[config.mk]
export PLATFORM = sky130hd
export DESIGN_NAME = ttt_board_ctrl
export DESIGN_NICKNAME = d
export VERILOG_FILES = /design/src/rtl/ttt_board_ctrl.sv
export SDC_FILE = /design/constraint.sdc
export NUM_CORES = 1
export LEC_CHECK = 0
export BUFFER_PORTS_ARGS = -buffer_cell sky130_fd_sc_hd__buf_2
export CAP_MARGIN = 20
export CORE_ASPECT_RATIO = 1.1
export CORE_MARGIN = 3
export CORE_UTILIZATION = 49
export DETAILED_ROUTE_END_ITERATION = 10
export PLACE_DENSITY = 0.86
export SLEW_MARGIN = 0
export SYNTH_ARGS = -nofsm -noshare
export SYNTH_HDL_FRONTEND = slang
export SYNTH_SLANG_ARGS = --single-unit
[constraint.sdc]
create_clock -name clk -period 2.2 [get_ports clk]
set_input_delay 0.22 -clock clk [delete_from_list [all_inputs] [get_ports clk]]
set_output_delay 0.22 -clock clk [all_outputs]
set_load 0.03 [all_outputs]
[src/rtl/ttt_board_ctrl.sv]
// Tic-tac-toe board controller: accepts alternating moves, detects wins and draws,
// and keeps saturating win/draw tallies across games.
module ttt_board_ctrl #(
  parameter logic FIRST_PLAYER = 1'b0
) (
  input  logic       clk,
  input  logic       reset,
  input  logic       new_game,
  input  logic       move_valid,
  input  logic [3:0] move_cell,
  output logic       move_ready,
  output logic       move_reject,
  output logic [8:0] x_board,
  output logic [8:0] o_board,
  output logic       turn,
  output logic       game_over,
  output logic [1:0] winner,
  output logic [3:0] move_count,
  output logic [3:0] x_wins,
  output logic [3:0] o_wins,
  output logic [3:0] draws
);

  typedef enum logic [2:0] {X_TURN, O_TURN, CHECK, X_WIN, O_WIN, DRAW} state_t;

  localparam state_t FIRST_STATE = FIRST_PLAYER ? O_TURN : X_TURN;

  // Cell masks for the eight winning lines: three rows, three columns, two diagonals.
  localparam logic [8:0] LINE_MASK [8] = '{
    9'h007, 9'h038, 9'h1c0,
    9'h049, 9'h092, 9'h124,
    9'h111, 9'h054
  };

  state_t     state_reg;
  state_t     state_next;
  logic [8:0] cell_bit;
  logic [8:0] mover_board;
  logic [7:0] line_hit;
  logic       in_turn;
  logic       cell_ok;
  logic       accept;
  logic       illegal_req;
  logic       mover_wins;
  logic       move_ready_next;
  logic       game_over_next;
  logic [1:0] winner_next;

  assign cell_bit    = 9'd1 << move_cell;
  assign mover_board = turn ? o_board : x_board;
  assign in_turn     = (state_reg == X_TURN) || (state_reg == O_TURN);
  assign cell_ok     = (move_cell <= 4'd8) && ((x_board | o_board) & cell_bit) == 9'd0;
  assign accept      = move_valid && in_turn && cell_ok;
  assign illegal_req = move_valid && in_turn && !cell_ok;
  assign mover_wins  = |line_hit;

  generate
    for (genvar gi = 0; gi < 8; gi++) begin : g_line
      assign line_hit[gi] = (mover_board & LINE_MASK[gi]) == LINE_MASK[gi];
    end
  endgenerate

  always_comb begin
    state_next = state_reg;
    case (state_reg)
      X_TURN, O_TURN: if (accept) state_next = CHECK;
      CHECK: begin
        // A ninth-move win must outrank the board-full draw.
        if (mover_wins)
          state_next = turn ? O_WIN : X_WIN;
        else if (move_count == 4'd9)
          state_next = DRAW;
        else
          state_next = turn ? X_TURN : O_TURN;
      end
      default: state_next = state_reg;
    endcase
    if (reset || new_game) state_next = FIRST_STATE;
  end

  always_comb begin
    move_ready_next = (state_next == X_TURN) || (state_next == O_TURN);
    game_over_next  = (state_next == X_WIN) || (state_next == O_WIN) || (state_next == DRAW);
    case (state_next)
      X_WIN:   winner_next = 2'b01;
      O_WIN:   winner_next = 2'b10;
      DRAW:    winner_next = 2'b11;
      default: winner_next = 2'b00;
    endcase
  end

  always_ff @(posedge clk) begin
    state_reg  <= state_next;
    move_ready <= move_ready_next;
    game_over  <= game_over_next;
    winner     <= winner_next;
    if (reset) begin
      x_board     <= 9'd0;
      o_board     <= 9'd0;
      move_count  <= 4'd0;
      move_reject <= 1'b0;
      turn        <= FIRST_PLAYER;
      x_wins      <= 4'd0;
      o_wins      <= 4'd0;
      draws       <= 4'd0;
    end else if (new_game) begin
      x_board     <= 9'd0;
      o_board     <= 9'd0;
      move_count  <= 4'd0;
      move_reject <= 1'b0;
      turn        <= FIRST_PLAYER;
    end else begin
      move_reject <= illegal_req;
      if (accept) begin
        if (turn) o_board <= o_board | cell_bit;
        else      x_board <= x_board | cell_bit;
        move_count <= move_count + 4'd1;
      end
      // turn keeps the last mover until the check hands play to the opponent.
      if (state_reg == CHECK) begin
        if (state_next == X_TURN || state_next == O_TURN) turn <= ~turn;
        if (state_next == X_WIN && x_wins != 4'hF) x_wins <= x_wins + 4'd1;
        if (state_next == O_WIN && o_wins != 4'hF) o_wins <= o_wins + 4'd1;
        if (state_next == DRAW  && draws  != 4'hF) draws  <= draws + 4'd1;
      end
    end
  end

endmodule
# After elaboration in Yosys (flattened, before gate mapping)
# Index checks and enable logic that the tools add are counted.
# classes
add_sub_neg	4
magnitude_cmp	1
n_eq_ne	18
n_reduce_logical	25
bitwise_logic	6
shift	1
n_mux	9
# ops
cell	count
3-bit equality test, second input constant	10
9-bit bitwise OR	3
4-bit by 1-bit adder with 4-bit output, second input constant	4
3-bit 2-to-1 mux	5
4-bit inequality test, second input constant	3
9-bit AND	1
9-bit logical NOT	1
9-bit 2-to-1 mux	1
3-bit AND reduction	3
1-bit by 4-bit left shift with 9-bit output, first input constant	1
8-bit OR reduction	1
1-bit logical AND	7
3-bit by 1-bit equality test with 1-bit output, second input constant	2
3-bit by 2-bit equality test with 1-bit output, second input constant	2
3-bit logical NOT	2
2-bit case mux with 3 select lines	1
3-bit case mux with 2 select lines	1
2-bit AND reduction	3
1-bit logical OR	5
4-bit equality test, second input constant	1
4-bit <= comparator, second input constant	1
2-bit OR reduction	2
1-bit NOT	2
1-bit logical NOT	1
1-bit 2-to-1 mux	1
# totals
elab_cells	76
regBits	43
out_inout_bits	40
input_bits	8

# Longest topological paths before layout
# Gate-level depths: netlist of the first run.
# logic_depth
word_depth	11
mapped_depth	9
mapped_depth_nobuf	9

# Least setup slack after synthesis of the first run
# Ideal clock, no wire load.
# synth_timing
kind	reg2reg
from	reg turn
to	reg draws[0]
period_less_slack_ps	2488
setup_ps	121
t_required_ps	2079
n_path_buf	0
setup_slack_ps	-288
stages_incl_launch_ff	7
arrival_time_ps	2367
path_cell_list	dfxtp_1 mux2_4 a22o_1 o31a_1 or2_1 a211o_1 mux2_4
# synth_via
elab_chain_cells	9
elab_cells_between_ends	19
classes_between	9 x eq/ne; 7 x mux; 3 x reduce/logical
# synth_lines
element	line	rtl
start, declared	15	output logic turn,
start signal, assigned	121	if (state_next == X_TURN || state_next == O_TURN) turn <= ~turn;
9-bit 2-to-1 mux	50	assign mover_board = turn ? o_board : x_board;
3-bit equality test	59	assign line_hit[gi] = (mover_board & LINE_MASK[gi]) == LINE_MASK[gi];
8-bit OR reduction	55	assign mover_wins = |line_hit;
3-bit 2-to-1 mux *	69	if (mover_wins)
3-bit case mux with 2 select lines *	65	case (state_reg)
3-bit 2-to-1 mux *	78	if (reset || new_game) state_next = FIRST_STATE;
3-bit equality test *	124	if (state_next == DRAW && draws != 4'hF) draws <= draws + 4'd1;
1-bit logical AND *	124	
3-bit AND reduction (no source line) *	-	
end signal, assigned	124	
end, declared	21	output logic [3:0] draws
# Mark *: on every way between the ends. The rest lies on a longest branch, timed or not.
# A chain may end at the register's enable or synchronous reset.

# Worst setup path after layout of the first run
# Ends and elaborated chain as after synthesis.

==> flow_summary.json, run 1 <==
{
  "outcome": "finished, violations left",
  "violations": "negative setup slack",
  "synth_edf_count": 0,
  "diodes": 0,
  "maxSlewViolCount": 0,
  "drtIter0Drc": 125,
  "worstPathRequired_ns": 2.39,
  "multiInputGateArea_sq_um": 1350,
  "cp_cell_sequence": "mux2_4 -> a22o_1 -> o31a_1 -> or2_4 -> a211o_1 -> mux2_4",
  "clk_latency_ns": 0.30,
  "worstPathArrival_ns": 2.44,
  "synth_area_leaders": "dfxtp_1 (39%), nor2_1 (6.8%), a21oi_1 (5.0%), a22o_1 (4.4%), ha_1 (2.8%)",
  "rsz0062_at_grt": "yes",
  "synth_top_area_frac": 0.390,
  "die_w_microns": 70.0,
  "synth_seq_area_share": 0.390,
  "fmax_mhz": 445,
  "fin_nets": 341,
  "synth_common_cells": "dfxtp_1 (43), nor2_1 (40), a21oi_1 (22), a22o_1 (11), nand2_1 (9)",
  "clockBufferDepth": 2,
  "p_leak_nw": 1.28,
  "syn_to_final_growth_pct": 34.2,
  "cts_buffers": 5,
  "rows": 24,
  "clkTransAtPathRegs_ns": 0.08,
  "yosys_most_used_dff": "dfxtp_1",
  "synth_most_common_cell": "dfxtp_1",
  "vias": 2219,
  "fin_ws_ns": -0.0464,
  "slowest_stage": "dfxtp_4",
  "avgSynthCellArea_sq_um": 9.06,
  "cts_root_buf": "clkbuf_8",
  "final_util": 0.716,
  "cp_common_cell": "mux2_4",
  "ant_nets": 0,
  "ys_warn_count": 0,
  "nFillCells": 321,
  "power_density_nw_per_um2": 514,
  "grt_max_degree": 21,
  "cts_num_sinks": 43,
  "slew_headroom": 0.688,
  "synth.distinct_cells": 59,
  "boundaryPins": 48,
  "die_area_sq_um": 5350,
  "wl_per_cell_microns": 16.3,
  "core_sq_um": 4140,
  "hp-class": "primary input to register",
  "crit_fanout": 4,
  "timing.final.crit_share": 1.02,
  "drt_drc_violations_left": 0,
  "setup_viol": 2,
  "synth_nets": 257,
  "grtUsageTotal": 0.226,
  "timing.setup.tns_ns": -0.0906,
  "gr-total-overflow": 0,
  "htree_levels": 2,
  "netlist_area_sq_um": 2210,
  "critPathKind": "register to register",
  "max_cap_viol_count": 0,
  "start_kind": "register",
  "hpwlAfterDp_mm": 4.37,
  "pre_cts_slack_ns": -0.0638,
  "initial_utilization": 0.533,
  "viasPerCell": 5.82,
  "worst_clock_skew_ns": 0.00970,
  "gp_congestion": 0.882,
  "area.sequential_sq_um": 873,
  "endpoint_kind": "register",
  "cts_tree": "built",
  "hold_viol": 0,
  "yosysTopAreaCell": "dfxtp_1",
  "drive_above_1_share": 0.389,
  "synth_cells": 244,
  "vdd_drop_max_v": 0.000302,
  "worstMarginPinSlew_ns": 0.465,
  "first_pass_iters": 4,
  "routed_wl_mm": 6.22,
  "die_h_microns": 76.4,
  "grt_pass1_vias": 2114,
  "antenna_found_initial": 0,
  "ys_seq_elements": 43,
  "portBuffers": 47,
  "period_minus_slack_ns": 2.25,
  "grt_pass1_wl_mm": 9.98,
  "async_reset_ff_frac": 0,
  "reg_top3": "o_board: 9 flops, x_board: 9 flops",
  "cpPeakStageDelay_ns": 0.38,
  "holdWs_ns": 0.316
}
-- metal layers --
layer	global-route usage	vias to the layer above	part of all wire
met3	0.0541	12	0.060
li1	-	1065	-
met2	0.391	75	0.52
met5	0	-	0
met1	0.276	1067	0.41
met4	0.0670	0	0.014
-- path summary, 6_finish.rpt --
check | start | endpoint | slack, ns | depth (start not counted)
worst max-delay path | turn | draws[0] | -0.05 | 6
worst min-delay path | reset | x_wins[3] | 0.32 | 3
worst min register to register | x_wins[3] | x_wins[3] | 0.51 | 2
worst max register to register | turn | draws[0] | -0.05 | 6
-- cell families (layout without fill, tap and decap cells) --
family / after synthesis / in the layout / share of synthesized area
buffers and inverters: 18 / 103 / 0.0379
xor gates and xnor gates: 3 / 3 / 0.0119
AOI/OAI and AO/OA: 61 / 61 / 0.208
muxes: 11 / 11 / 0.0589
and+or+nand+nor: 103 / 103 / 0.266
DFF: 43 / 43 / 0.390
adders and majority gates: 5 / 5 / 0.0283
-- layout make-up --
class	count	area share
multi-input cells	183	0.455
inverters	8	0.0101
repair buffers	87	0.181
flip-flops and latches	43	0.295
well taps	52	0.0219
clock inverters	1	0.00169
clock buffers	7	0.0363
-- stage by stage --
stage / power [mW] / cell area [sq um] / instances
floorplan: 0.887 / 2220 / 244
global placement: 0.934 / 2750 / 371
detailed placement: 0.937 / 2750 / 371
CTS: 1.53 / 2880 / 380
global route: 1.58 / 2970 / 381
finish: 1.52 / 2970 / 381
-- cells in the final DEF (no fill, tap or decap), types with 5 or more instances in the layout --
| cell type | Yosys | routed |
|---|---|---|
| buf_2 | 3 | 47 |
| nor2_1 | 40 | 40 |
| buf_4 | 1 | 40 |
| dfxtp_1 | 43 | 37 |
| a21oi_1 | 22 | 22 |
| a22o_1 | 11 | 11 |
| nand2_1 | 9 | 9 |
| nand2b_1 | 7 | 7 |
| nand3_1 | 7 | 7 |
| inv_1 | 6 | 6 |
| nor2b_1 | 6 | 6 |
| clkbuf_8 | 0 | 6 |
| nor3_1 | 7 | 5 |
| ha_1 | 5 | 5 |
-- report_power, final --
| group | total (mW) | switching [mW] | leakage (nW) | internal (mW) |
|---|---|---|---|---|
| combinational | 0.143 | 0.0837 | 0.872 | 0.0589 |
| clock | 0.597 | 0.275 | 0.0594 | 0.322 |
| sequential | 0.785 | 0.00470 | 0.350 | 0.780 |
-- timing repair --
item / 4_1_cts / 5_1_grt
setup endpoints to repair: 6 / 14
endpoints found under the hold margin: 0 / 0
hold buffers: 0 / 0
pin swaps: 4 / 11
resized for setup: 2 / 16
setup buffers: 1 / 1
-- worst max-delay path, delay by kind of cell (launching register included) --
| kind | cells | cell delay, ns |
|---|---|---|
| simple gates | 1 | 0.28 |
| mux | 2 | 0.62 |
| compound gates | 3 | 0.85 |
| flops | 1 | 0.38 |
No activity file was read; power rests on OpenSTA's default activity.
==> run 2: changes to the inputs <==
- CORE_ASPECT_RATIO: 1.1 -> not set
==> run 2 against run 1 <==
The flow still finishes with violations (negative setup slack). Flip-flop and latch count did not move. Register-to-register slack improved by 0.04 ns. Critical path depth rose by 2. Total power rose by 8.6%. Clock power rose by 21%. First-iteration DRC count rose by 130%. Sequential power barely moved. Combinational power rose by 6%. Via count rose by 2.4%. Die area barely moved. Design area fell by 0.25%. Core utilization fell by 0.67 points. Highest routed layer unchanged.
==> flow_summary.json, run 2 (same netlist as run 1, synthesis figures left out) <==
{
  "drtIter0Drc": 290,
  "grt_max_degree": 21,
  "reg2regPathDepth": 8,
  "maxSlewViolCount": 0,
  "rows": 23,
  "cts_buffers": 5,
  "grt_pass1_vias": 2067,
  "fin_ws_ns": -0.00673,
  "viasPerCell": 6.09,
  "antenna_found_initial": 0,
  "layout_common_cells": "buf_2 (47), nor2_1 (39), dfxtp_1 (39)",
  "worstPathArrival_ns": 2.40,
  "portBuffers": 47,
  "power_mw": 1.66,
  "layout_commonest_cell": "buf_2",
  "fin_nets": 335,
  "syn_to_final_growth_pct": 33.9,
  "clockBufferDepth": 2,
  "reg_top3": "o_board: 9 flops, x_board: 9 flops",
  "htree_levels": 2,
  "hold_end": "x_wins[3]",
  "cts_tree": "built",
  "rsz0062_at_grt": "yes",
  "vias": 2273,
  "p_leak_nw": 1.27,
  "start_kind": "register",
  "die_area_sq_um": 5350,
  "initial_utilization": 0.530,
  "drive_above_1_share": 0.375,
  "cts_num_sinks": 43,
  "period_minus_slack_ns": 2.21,
  "outcome": "finished, violations left",
  "max_cap_viol_count": 0,
  "boundaryPins": 48,
  "fmax_mhz": 453,
  "drt_drc_violations_left": 0,
  "power_density_nw_per_um2": 560,
  "routed_wl_mm": 6.64,
  "grtUsageTotal": 0.237,
  "die_w_microns": 73.2,
  "hold_viol": 0,
  "gp_congestion": 0.949,
  "violations": "negative setup slack",
  "worstPathRequired_ns": 2.39,
  "timing.final.crit_share": 1.00,
  "r2r_slack_ns": -0.007,
  "critPathKind": "register to register",
  "first_pass_iters": 5,
  "gr-total-overflow": 0,
  "dp.cells": 363,
  "min_path_cells": 3,
  "clkTransAtPathRegs_ns": 0.09,
  "ant_nets": 0,
  "hp-class": "primary input to register",
  "core_sq_um": 4170,
  "hpwlAfterDp_mm": 4.40,
  "worstHoldStart": "reset",
  "nFillCells": 301,
  "worst_clock_skew_ns": 0.0135,
  "crit_fanout": 5,
  "die_h_microns": 73.2,
  "diodes": 0,
  "vdd_drop_max_v": 0.000404,
  "r2r-end": "o_wins[2]",
  "final_cells": 373,
  "cts_hold_buf": 0,
  "slew_headroom": 0.635,
  "cts_root_buf": "clkbuf_8",
  "setup_viol": 1,
  "startpoint": "turn",
  "endpoint_kind": "register",
  "r2r_start": "turn",
  "wl_per_cell_microns": 17.8,
  "grt_pass1_wl_mm": 9.90,
  "worstMarginPinSlew_ns": 0.540,
  "clk_latency_ns": 0.30
}
[run 2: how the worst max path moves through the flow]
stage | endpoint | slack, ns | depth (start not counted)
2_1_floorplan | o_wins[3] | -0.01 | 8
3_3_place_gp | o_wins[3] | -0.04 | 9
3_5_place_dp | o_wins[3] | -0.14 | 7
4_1_cts | o_wins[3] | -0.006 | 6
5_1_grt | o_wins[2] | -0.06 | 8
6_report | o_wins[2] | -0.007 | 8
[run 2: layout make-up]
type                       count  area [sq um]  area share
sequential                    43           871       0.294
tap                           50          62.6      0.0212
inverter                       8          30.0      0.0102
multi-input combinational    183          1350       0.457
timing repair buffer          81           510       0.173
clock inverter                 2          60.1      0.0203
clock buffer                   6          72.6      0.0245
[run 2: what timing repair did]
action                                 CTS  global route
setup endpoints to repair                8            12
buffers inserted                         1             1
pin swaps                                3             7
endpoints found under the hold margin    0             0
resized for setup                        2            17
[run 2: power by group]
part | internal (mW) | switching (mW)
combinational | 0.0613 | 0.0899
clock | 0.454 | 0.266
sequential | 0.780 | 0.00386
[run 2: through the flow]
step / instance area, sq um / hold WS (ns) / utilization / setup WS (ns) / setup TNS [ns]
floorplan: 2220 / 0.422 / - / -0.0107 / -0.0107
global placement: 2710 / 0.474 / 0.650 / -0.0359 / -0.0893
detailed placement: 2710 / 0.502 / 0.650 / -0.138 / -0.744
CTS: 2860 / 0.318 / 0.686 / -0.00558 / -0.00558
global route: 2960 / 0.328 / 0.709 / -0.0564 / -0.279
finish: 2960 / 0.320 / 0.709 / -0.00673 / -0.00673
[run 2: routing by layer]
layer  GRT usage  part of all wire  up-vias
met1       0.299              0.40     1079
met5           0                 0        -
met3      0.0358             0.073       23
met4      0.0861             0.028        0
li1            -                 -     1043
met2       0.406              0.50      128
[run 2: critical path, cell delays in order, from the launching register on]
cell,delay [ns]
dfxtp_4,0.39
mux2_4,0.31
buf_4,0.15
a211oi_1,0.28
a21oi_2,0.13
a31oi_4,0.17
inv_2,0.09
nor3_1,0.25
mux2_1,0.35
==> run 3: changes to the inputs <==
- CORE_MARGIN: 3 -> not set
- CORE_UTILIZATION: 49 -> 50
- PLACE_DENSITY: 0.86 -> 0.84
- clock period: 2.2 -> 2.86 ns (I/O delays scaled with it)
==> run 3 against run 2 <==
First-iteration DRC count shrank 19%. Via count shrank 12%. Sequential power shrank 23%. The run now ends clean. Critical path type unchanged. Highest routed layer unchanged.
==> flow_summary.json, run 3 (same netlist as run 1, synthesis figures left out) <==
{
  "cts_num_sinks": 43,
  "grt_max_degree": 22,
  "portBuffers": 47,
  "cts_root_buf": "clkbuf_8",
  "switchingPower_mw": 0.263,
  "nFillCells": 371,
  "drt_drc_violations_left": 0,
  "critPathKind": "register to register",
  "htree_levels": 2,
  "worst_clock_skew_ns": 0.00872,
  "start_kind": "register",
  "cp_cell_sequence": "mux2_4 -> a22o_1 -> o31a_1 -> or2_1 -> a211o_1 -> mux2_4",
  "layout_commonest_cell": "buf_2",
  "timing.setup.tns_ns": 0,
  "vdd_drop_max_v": 0.000277,
  "rsz0062_at_grt": "no",
  "fin_nets": 303,
  "drtIter0Drc": 236,
  "worstPathRequired_ns": 3.06,
  "vias": 1990,
  "routed_wl_mm": 5.14,
  "die_w_microns": 68.5,
  "cts-resized-gates": 0,
  "grt_pass1_vias": 1737,
  "crit_family": "compound AO/OA/AOI/OAI gates",
  "worstMarginPinSlew_ns": 0.570,
  "slew_headroom": 0.615,
  "grt_pass1_wl_mm": 8.20,
  "cp_common_cell": "mux2_4",
  "ant_nets": 0,
  "fmax_mhz": 401,
  "p_leak_nw": 1.06,
  "cts_buffers": 5,
  "clk_latency_ns": 0.31,
  "hp-class": "primary input to register",
  "viasPerCell": 5.84,
  "maxSlewViolCount": 0,
  "gp_congestion": 0.977,
  "setup_viol": 0,
  "endpoint_kind": "register",
  "die_area_sq_um": 4690,
  "outcome": "completed",
  "pwr-share-seq": 0.573,
  "r2r_start": "turn",
  "crit_fanout": 8,
  "cts_tree": "built",
  "rows": 23,
  "drive_above_1_share": 0.261,
  "reg_top3": "o_board: 9 flops, x_board: 9 flops",
  "cpPeakStageDelay_ns": 0.54,
  "first_pass_iters": 4,
  "diodes": 0,
  "worstPathArrival_ns": 2.69,
  "clockBufferDepth": 2,
  "power_density_nw_per_um2": 415,
  "antenna_found_initial": 0,
  "boundaryPins": 48,
  "power_frac_comb": 0.076,
  "initial_utilization": 0.537,
  "dpl_cell_area_sq_um": 2470,
  "cp_num_buf_inv": 0,
  "hold_viol": 0,
  "wl_per_cell_microns": 15.1,
  "clock_power_share": 0.351,
  "final_cells": 341,
  "die_h_microns": 68.5,
  "dp.cells": 333,
  "worstHoldStart": "reset",
  "post_cts_buffers": 0,
  "syn_to_final_growth_pct": 15.5,
  "clkTransAtPathRegs_ns": 0.08,
  "grtUsageTotal": 0.242,
  "startpoint": "turn",
  "core_sq_um": 4120,
  "slowest_stage": "dfxtp_1",
  "gr-total-overflow": 0,
  "cts_hold_buf": 0,
  "period_minus_slack_ns": 2.49,
  "swShare": 0.249,
  "power.internal_mw": 0.795,
  "max_cap_viol_count": 0,
  "timing.final.crit_share": 0.871,
  "layout_common_cells": "buf_2 (47), dfxtp_1 (43), nor2_1 (40)",
  "final_cell_area_sq_um": 2550,
  "hpwlAfterDp_mm": 3.81
}
[run 3: metal layers]
metal,global-route usage,share of wire,vias up
met4,0.115,0.023,0
met2,0.353,0.46,87
met3,0.0583,0.074,10
met1,0.331,0.44,908
li1,-,-,985
met5,0,0,-
[run 3: final timing paths]
check | to | slack, ns | depth (start not counted)
max | draws[0] | 0.37 | 6
min | x_wins[0] | 0.37 | 2
max reg2reg | draws[0] | 0.37 | 6
min reg2reg | o_wins[1] | 0.52 | 2
[run 3: layout make-up]
class                      count  area [sq um]  area share
multi-input combinational    183          1260       0.496
sequential                    43           861       0.337
timing repair buffer          49           250      0.0980
clock buffer                   5          68.8      0.0270
tap                           50          62.6      0.0245
inverter                       8          30.0      0.0118
clock inverter                 3          15.0     0.00588
[run 3: through the flow]
step	hold slack [ns]	total power, mW	util	setup slack [ns]
after CTS	0.358	1.07	0.620	0.371
after global placement	0.482	0.698	0.600	0.389
after global routing	0.401	1.10	0.620	0.288
after detailed placement	0.496	0.700	0.600	0.353
after floorplan	0.499	0.683	-	0.372
final	0.369	1.06	0.620	0.368
[run 3: worst reg2reg max path, cell delays in order, from the launching register on]
cell	delay, ns
dfxtp_1	0.54
mux2_4	0.36
a22o_1	0.23
o31a_1	0.31
or2_1	0.28
a211o_1	0.36
mux2_4	0.31
[run 3: power groups by stage]
stage | registers (mW) | logic (mW) | clock network (mW)
after floorplan | 0.625 | 0.0579 | 0
after global placement | 0.620 | 0.0782 | 0
after detailed placement | 0.620 | 0.0799 | 0
after CTS | 0.606 | 0.0802 | 0.380
after global routing | 0.607 | 0.0879 | 0.405
final | 0.606 | 0.0807 | 0.371
